<file path="src/rtl/pl_io_walker.sv">
`default_nettype none
// ============================================================================
//  Module   : pl_io_walker
//  Purpose  : Board I/O walk-test generator for PL bring-up. Drives N_OUT
//             pins with a walking-one, walking-zero or all-toggle pattern.
//             Steps come from a debounced push-button or an internal
//             auto-step timer, in a selectable direction.
//
//  Ports    :
//    clk         in   1      system clock
//    rst_n       in   1      asynchronous active-low reset
//    key_n       in   1      raw push-button, active-low, asynchronous, bouncy
//    mode        in   2      00 walk-one, 01 walk-zero, 10 auto walk-one,
//                            11 all-toggle (quasi-static)
//    dir         in   1      1 = pos increments, 0 = pos decrements
//    io_out      out  N_OUT  registered pin pattern (LEDs in low bits)
//    pos         out  PW     registered walk position
//    step_pulse  out  1      registered one-cycle strobe per accepted step
//
//  Revision : 1.0  initial release
// ============================================================================
module pl_io_walker #(
    parameter int N_OUT           = 13,
    parameter int DEBOUNCE_CYCLES = 1000000,
    parameter int AUTO_PERIOD     = 50000000,
    parameter int PW              = $clog2(N_OUT)
) (
    input  logic             clk,
    input  logic             rst_n,
    input  logic             key_n,
    input  logic [1:0]       mode,
    input  logic             dir,
    output logic [N_OUT-1:0] io_out,
    output logic [PW-1:0]    pos,
    output logic             step_pulse
);

    // ------------------------------------------------------------------
    // Constants
    // ------------------------------------------------------------------
    localparam int c_DW = (DEBOUNCE_CYCLES > 1) ? $clog2(DEBOUNCE_CYCLES) : 1;
    localparam int c_TW = $clog2(AUTO_PERIOD);

    localparam logic [c_DW-1:0] c_DB_LAST  = c_DW'(DEBOUNCE_CYCLES - 1);
    localparam logic [c_TW-1:0] c_TMR_LAST = c_TW'(AUTO_PERIOD - 1);
    localparam logic [PW-1:0]   c_POS_LAST = PW'(N_OUT - 1);

    localparam logic [1:0] c_MODE_WALK1  = 2'b00;
    localparam logic [1:0] c_MODE_WALK0  = 2'b01;
    localparam logic [1:0] c_MODE_AUTO   = 2'b10;
    localparam logic [1:0] c_MODE_TOGGLE = 2'b11;

    // ------------------------------------------------------------------
    // State
    // ------------------------------------------------------------------
    logic             key_meta_q;
    logic             key_sync_q;
    logic             key_db_q,  key_db_d;
    logic [c_DW-1:0]  db_cnt_q,  db_cnt_d;
    logic [c_TW-1:0]  tmr_q,     tmr_d;
    logic [PW-1:0]    pos_q,     pos_d;
    logic             tog_q,     tog_d;
    logic             step_q,    step_d;
    logic [N_OUT-1:0] io_q,      io_d;

    logic             w_key_diff;
    logic             w_db_accept;
    logic             w_press;
    logic             w_auto;
    logic             w_expire;
    logic             w_step;
    logic [N_OUT-1:0] w_onehot;

    // ------------------------------------------------------------------
    // Two-flop synchroniser; idles high so reset looks like "released".
    // ------------------------------------------------------------------
    always_ff @(posedge clk or negedge rst_n) begin
        if (!rst_n) begin
            key_meta_q <= 1'b1;
            key_sync_q <= 1'b1;
        end else begin
            key_meta_q <= key_n;
            key_sync_q <= key_meta_q;
        end
    end

    // ------------------------------------------------------------------
    // Debounce: count consecutive samples that disagree with the accepted
    // level; any agreeing sample restarts the count. The new level is
    // accepted on the DEBOUNCE_CYCLES-th consecutive disagreeing sample.
    // ------------------------------------------------------------------
    assign w_key_diff  = (key_sync_q != key_db_q);
    assign w_db_accept = w_key_diff && (db_cnt_q == c_DB_LAST);
    // Only the released->pressed transition is an event.
    assign w_press     = w_db_accept && !key_sync_q;

    always_comb begin
        key_db_d = key_db_q;
        db_cnt_d = '0;
        if (w_key_diff) begin
            if (w_db_accept) begin
                key_db_d = key_sync_q;
            end else begin
                db_cnt_d = db_cnt_q + c_DW'(1);
            end
        end
    end

    // ------------------------------------------------------------------
    // Auto-step timer. Parked at zero outside auto mode so that entering
    // auto mode always waits a full period; a press restarts the period.
    // A press coinciding with expiry collapses into a single step.
    // ------------------------------------------------------------------
    assign w_auto   = (mode == c_MODE_AUTO);
    assign w_expire = w_auto && (tmr_q == c_TMR_LAST);
    assign w_step   = w_press || w_expire;

    always_comb begin
        tmr_d = tmr_q + c_TW'(1);
        if (!w_auto || w_press || w_expire) begin
            tmr_d = '0;
        end
    end

    // ------------------------------------------------------------------
    // Walk position and toggle phase. dir is taken live, so a direction
    // change in the step cycle already applies to that step.
    // ------------------------------------------------------------------
    always_comb begin
        pos_d  = pos_q;
        tog_d  = tog_q;
        step_d = w_step;
        if (w_step) begin
            tog_d = ~tog_q;
            if (dir) begin
                pos_d = (pos_q == c_POS_LAST) ? '0 : pos_q + PW'(1);
            end else begin
                pos_d = (pos_q == '0) ? c_POS_LAST : pos_q - PW'(1);
            end
        end
    end

    // ------------------------------------------------------------------
    // Pin pattern is built from the next-state position/phase so the pins
    // change on the same edge that raises step_pulse.
    // ------------------------------------------------------------------
    always_comb begin
        w_onehot = '0;
        for (int i = 0; i < N_OUT; i++) begin
            w_onehot[i] = (pos_d == PW'(i));
        end
    end

    always_comb begin
        io_d = w_onehot;
        case (mode)
            c_MODE_WALK1:  io_d = w_onehot;
            c_MODE_WALK0:  io_d = ~w_onehot;
            c_MODE_AUTO:   io_d = w_onehot;
            c_MODE_TOGGLE: io_d = {N_OUT{tog_d}};
            default:       io_d = w_onehot;
        endcase
    end

    // ------------------------------------------------------------------
    // Main state register
    // ------------------------------------------------------------------
    always_ff @(posedge clk or negedge rst_n) begin
        if (!rst_n) begin
            key_db_q <= 1'b1;
            db_cnt_q <= '0;
            tmr_q    <= '0;
            pos_q    <= '0;
            tog_q    <= 1'b0;
            step_q   <= 1'b0;
            io_q     <= N_OUT'(1);
        end else begin
            key_db_q <= key_db_d;
            db_cnt_q <= db_cnt_d;
            tmr_q    <= tmr_d;
            pos_q    <= pos_d;
            tog_q    <= tog_d;
            step_q   <= step_d;
            io_q     <= io_d;
        end
    end

    assign io_out     = io_q;
    assign pos        = pos_q;
    assign step_pulse = step_q;

endmodule
`default_nettype wire

</file>
<file path="config.mk">
export PLATFORM = sky130hd
export DESIGN_NAME = pl_io_walker
export DESIGN_NICKNAME = d
export VERILOG_FILES = /design/src/rtl/pl_io_walker.sv
export SDC_FILE = /design/constraint.sdc
export NUM_CORES = 1
export LEC_CHECK = 0
export CELL_PAD_IN_SITES_DETAIL_PLACEMENT = 1
export CELL_PAD_IN_SITES_GLOBAL_PLACEMENT = 1
export CORE_MARGIN = 2
export CORE_UTILIZATION = 41
export DETAILED_ROUTE_END_ITERATION = 16
export GPL_TIMING_DRIVEN = 0
export PLACE_DENSITY = 0.85
export REMOVE_ABC_BUFFERS = 1
export SYNTH_ARGS = -nofsm -noshare
export SYNTH_HDL_FRONTEND = slang
export SYNTH_SLANG_ARGS = --single-unit
</file>
<file path="constraint.sdc">
create_clock -name clk -period 2.71 [get_ports clk]
set_clock_uncertainty 0.05 [all_clocks]
set_input_delay 0.542 -clock clk [delete_from_list [all_inputs] [get_ports clk]]
set_output_delay 0.542 -clock clk [all_outputs]
set_load 0.005 [all_outputs]
</file>
==> impl_results.md <==
* Synth area leader: dfrtp_1
* Core Region at 0.00906 mm2
* Area Overhead vs Synth at 18.6%
* I/O Buffers at 23
* Largest net degree at the start of global routing at 69
* Final period util at 99.3%
* Non-Filler Instances at 562
* Vias in the first global route at 3455
* P_leak at 1.77 nW
* Initial antenna violation count at 0
* Seq. cell area at 0.00171 mm2
* DIE AREA at 0.00999 mm2
* Number of synthesized flops with an enable pin at 0
* Yosys warning total at 0
* Layout cells sized above 1 at 14.2%
* Cell variety after synth at 45
* Fraction of power consumed by sequential logic at 52.3%
* Vias at 3299
* Worst vdd ir at 0.000257 V
* Starting Density at 41.6%
* Max Buffers Root-to-Sink at 2
* Fillers at 1053
* Non-Filler Cell Area, Final at 0.00447 mm2
* Int Power at 1.53 mW
* DRT iter0 DRCs at 183
* FF-to-FF Start: db_cnt_q[10]
* Seq/Total Area, Yosys at 45.2%
* Ant diodes at 0
* Count leader, synth: dfrtp_1
* Startpoint Class: flip-flop
* CTS tree: yes
* CTS Root Cell: clkbuf_8
* Routed WL per cell at 18.2 um
* Post-synth top area share at 42.4%
* Switching Share at 23.3%
* Least-Margin Pin Slew at 0.873 ns
* DIE HEIGHT at 99.9 um
* Post-Syn Area at 0.00377 mm2
* Sw Pwr at 0.466 mW
* Clk pin slew, worst setup/hold paths at 0.08 ns
* Synthesized flop and latch total at 68
* Peak Freq at 372 MHz
* GRT overflow at 0
* First-pass GRT wire length at 16.7 mm
* Largest stage delay, worst path at 0.54 ns
* RR Endpoint: io_out[1]
* Setup CP Type: reg -> reg
* Final Hold Fails at 0
* H-tree levels at 3
* Commonest cells in the netlist: dfrtp_1 (64), nor2_1 (56), nand2_1 (41)
* HP Class: in -> async
* Asr flop ratio synth at 100%
* I/O pin total at 24
* Post-DP HPWL at 6.45 mm
* Slew margin rel. at 41.8%
* Clock Latency Late Sink at 0.34 ns
* Max Slew Vio Count at 0
* Synth Flop Type: dfrtp_1
* Tot GR Track Use at 21.0%
* Logic pwr share at 6.2%
* Drt pass-1 iters at 4
* GP Congestion at 0.897
* Antenna Nets Post-Route at 0
* Multi-input combinational cell area at 0.00208 mm2
* Worst Setup End Kind: flip-flop
* Reg2reg path depth at 6
* Crit path DAT at 2.90 ns
* Min Tclk post-route at 2.69 ns
* Result of the run: complete, no violations
* DIE WIDTH at 99.9 um
* Critical path peak fanout at 5
* Total clock sinks at 68
* Layout Utilization at 49.4%
* Flop2flop setup slack at 0.02 ns
* Worst-path cell chain: or4_4 > nor3_4 > nand4b_1 > o32a_4 > or4_1 > nand4_1
* Clock power share at 41.5%
* Max-Cap Viols at 0
* Post-place instance area at 0.00408 mm2
* Number of instances in the placed design at 535
* WP data required at 2.92 ns
* Cells after synthesis at 418
* Finish-stage setup viols at 0
* Syn Area/Cell at 9.03 um2
* TritonCTS Buffers at 9
* DRC violations left at 0
* Vias per std cell at 5.87
* Pwr/cell area at 446 mW/mm2
* Post-Route WL at 10.2 mm
* CP max-delay cell: or4_4
* Nets at 456
* Ranking of synthesized cells by area: dfrtp_1 (42%), nor2_1 (5.6%), xor2_1 (5.6%), nand2_1 (4.1%), xnor2_1 (3.7%)
* Core Rows at 35
* Hold_buf cts at 0
## layer usage
| metal | vias up | GRT usage (%) | share of wire (%) |
|---|---|---|---|
| met1 | 1673 | 27.6 | 44 |
| met4 | 0 | 8.11 | 1.7 |
| li1 | 1539 | - | - |
| met2 | 73 | 34.1 | 51 |
| met3 | 14 | 4.53 | 3.7 |
| met5 | - | 0 | 0 |
## cells by family after synthesis
logic type,Yosys count,share of synthesized area [%]
flops,68,45.2
buf+inv,26,2.59
compound gates,64,10.7
simple gates,202,26.9
fa+ha+maj,4,1.33
xor+xnor,40,9.28
mux,14,3.98
## power groups by stage
stage | Combinational [mW] | Sequential, mW | Clock (mW)
after CTS | 0.122 | 1.04 | 0.848
after global routing | 0.140 | 1.05 | 0.907
final | 0.124 | 1.04 | 0.830
after global placement | 0.117 | 1.06 | 0
after detailed placement | 0.121 | 1.06 | 0
after floorplan | 0.0475 | 1.06 | 0
## registers in the layout, indices dropped and copies added (netlist names)
| register | count |
|---|---|
| key_meta_q | 1 |
| step_pulse | 1 |
| tog_q | 1 |
| key_db_q | 1 |
| tmr_q | 26 |
| db_cnt_q | 20 |
| key_sync_q | 1 |
| pos | 4 |
| io_out | 13 |
## cell usage in the layout, fill, tap and decap left out, types with 3 or more instances in the layout
cell type / instances
dfrtp_1: 59
nor2_1: 55
nand2_1: 40
nand3_1: 27
xor2_1: 24
clkdlybuf4s50_1: 21
o21ai_0: 17
a21oi_1: 17
xnor2_1: 16
buf_4: 13
nor3_1: 12
nand4_1: 11
clkbuf_8: 10
and3_1: 9
mux2_2: 8
inv_1: 7
and4_1: 7
nand2b_1: 6
mux2i_1: 6
and2_1: 5
dfrtp_2: 5
nor3b_1: 4
o211ai_1: 4
or3_1: 4
dfstp_2: 4
nor4_1: 3
o21a_1: 3
o311a_1: 3
o2111ai_1: 3
ha_1: 3
clkbuf_1: 3
## worst max-delay path by stage
stage,start,slack [ns],to,cells after the start
4_1_cts,pos[0],0.001,io_out[7],8
3_3_place_gp,mode[0],-1.94,io_out[8],8
3_5_place_dp,mode[0],-1.25,tmr_q[24],7
6_report,db_cnt_q[10],0.02,io_out[1],6
5_1_grt,db_cnt_q[8],-0.06,io_out[1],6
2_1_floorplan,tmr_q[0],-0.12,io_out[8],8
## layout make-up
cell class / instances / area share [%]
clock buffers: 13 / 3.33
inverters: 8 / 0.755
multi-input cells: 324 / 46.5
repair buffers: 35 / 7.13
well taps: 111 / 3.10
clock inverters: 3 / 0.895
flip-flops and latches: 68 / 38.3
## worst max-delay path, delay by kind of cell (launching register included)
family,cells,cell delay (ns)
AO/OA/AOI/OAI,1,0.46
flip-flops,1,0.44
AND/OR/NAND/NOR,5,1.65
## metrics by stage
step | hold WS (ns) | setup TNS (ns) | worst slack [ns] | total power [mW]
floorplan | 0.196 | -0.181 | -0.120 | 1.11
detailed placement | 0.298 | -48.91 | -1.25 | 1.18
global route | 0.317 | -0.129 | -0.0602 | 2.09
finish | 0.273 | 0 | 0.0192 | 2.00
CTS | 0.304 | 0 | 0.00145 | 2.01
global placement | 0.299 | -159.46 | -1.94 | 1.18
## what timing repair did
item,4_1_cts,5_1_grt
pin swaps,1,4
endpoints found under the setup margin,44,11
buffers inserted,6,5
gates resized for setup,13,19
Note: power is estimated with default switching activity, not from simulation.
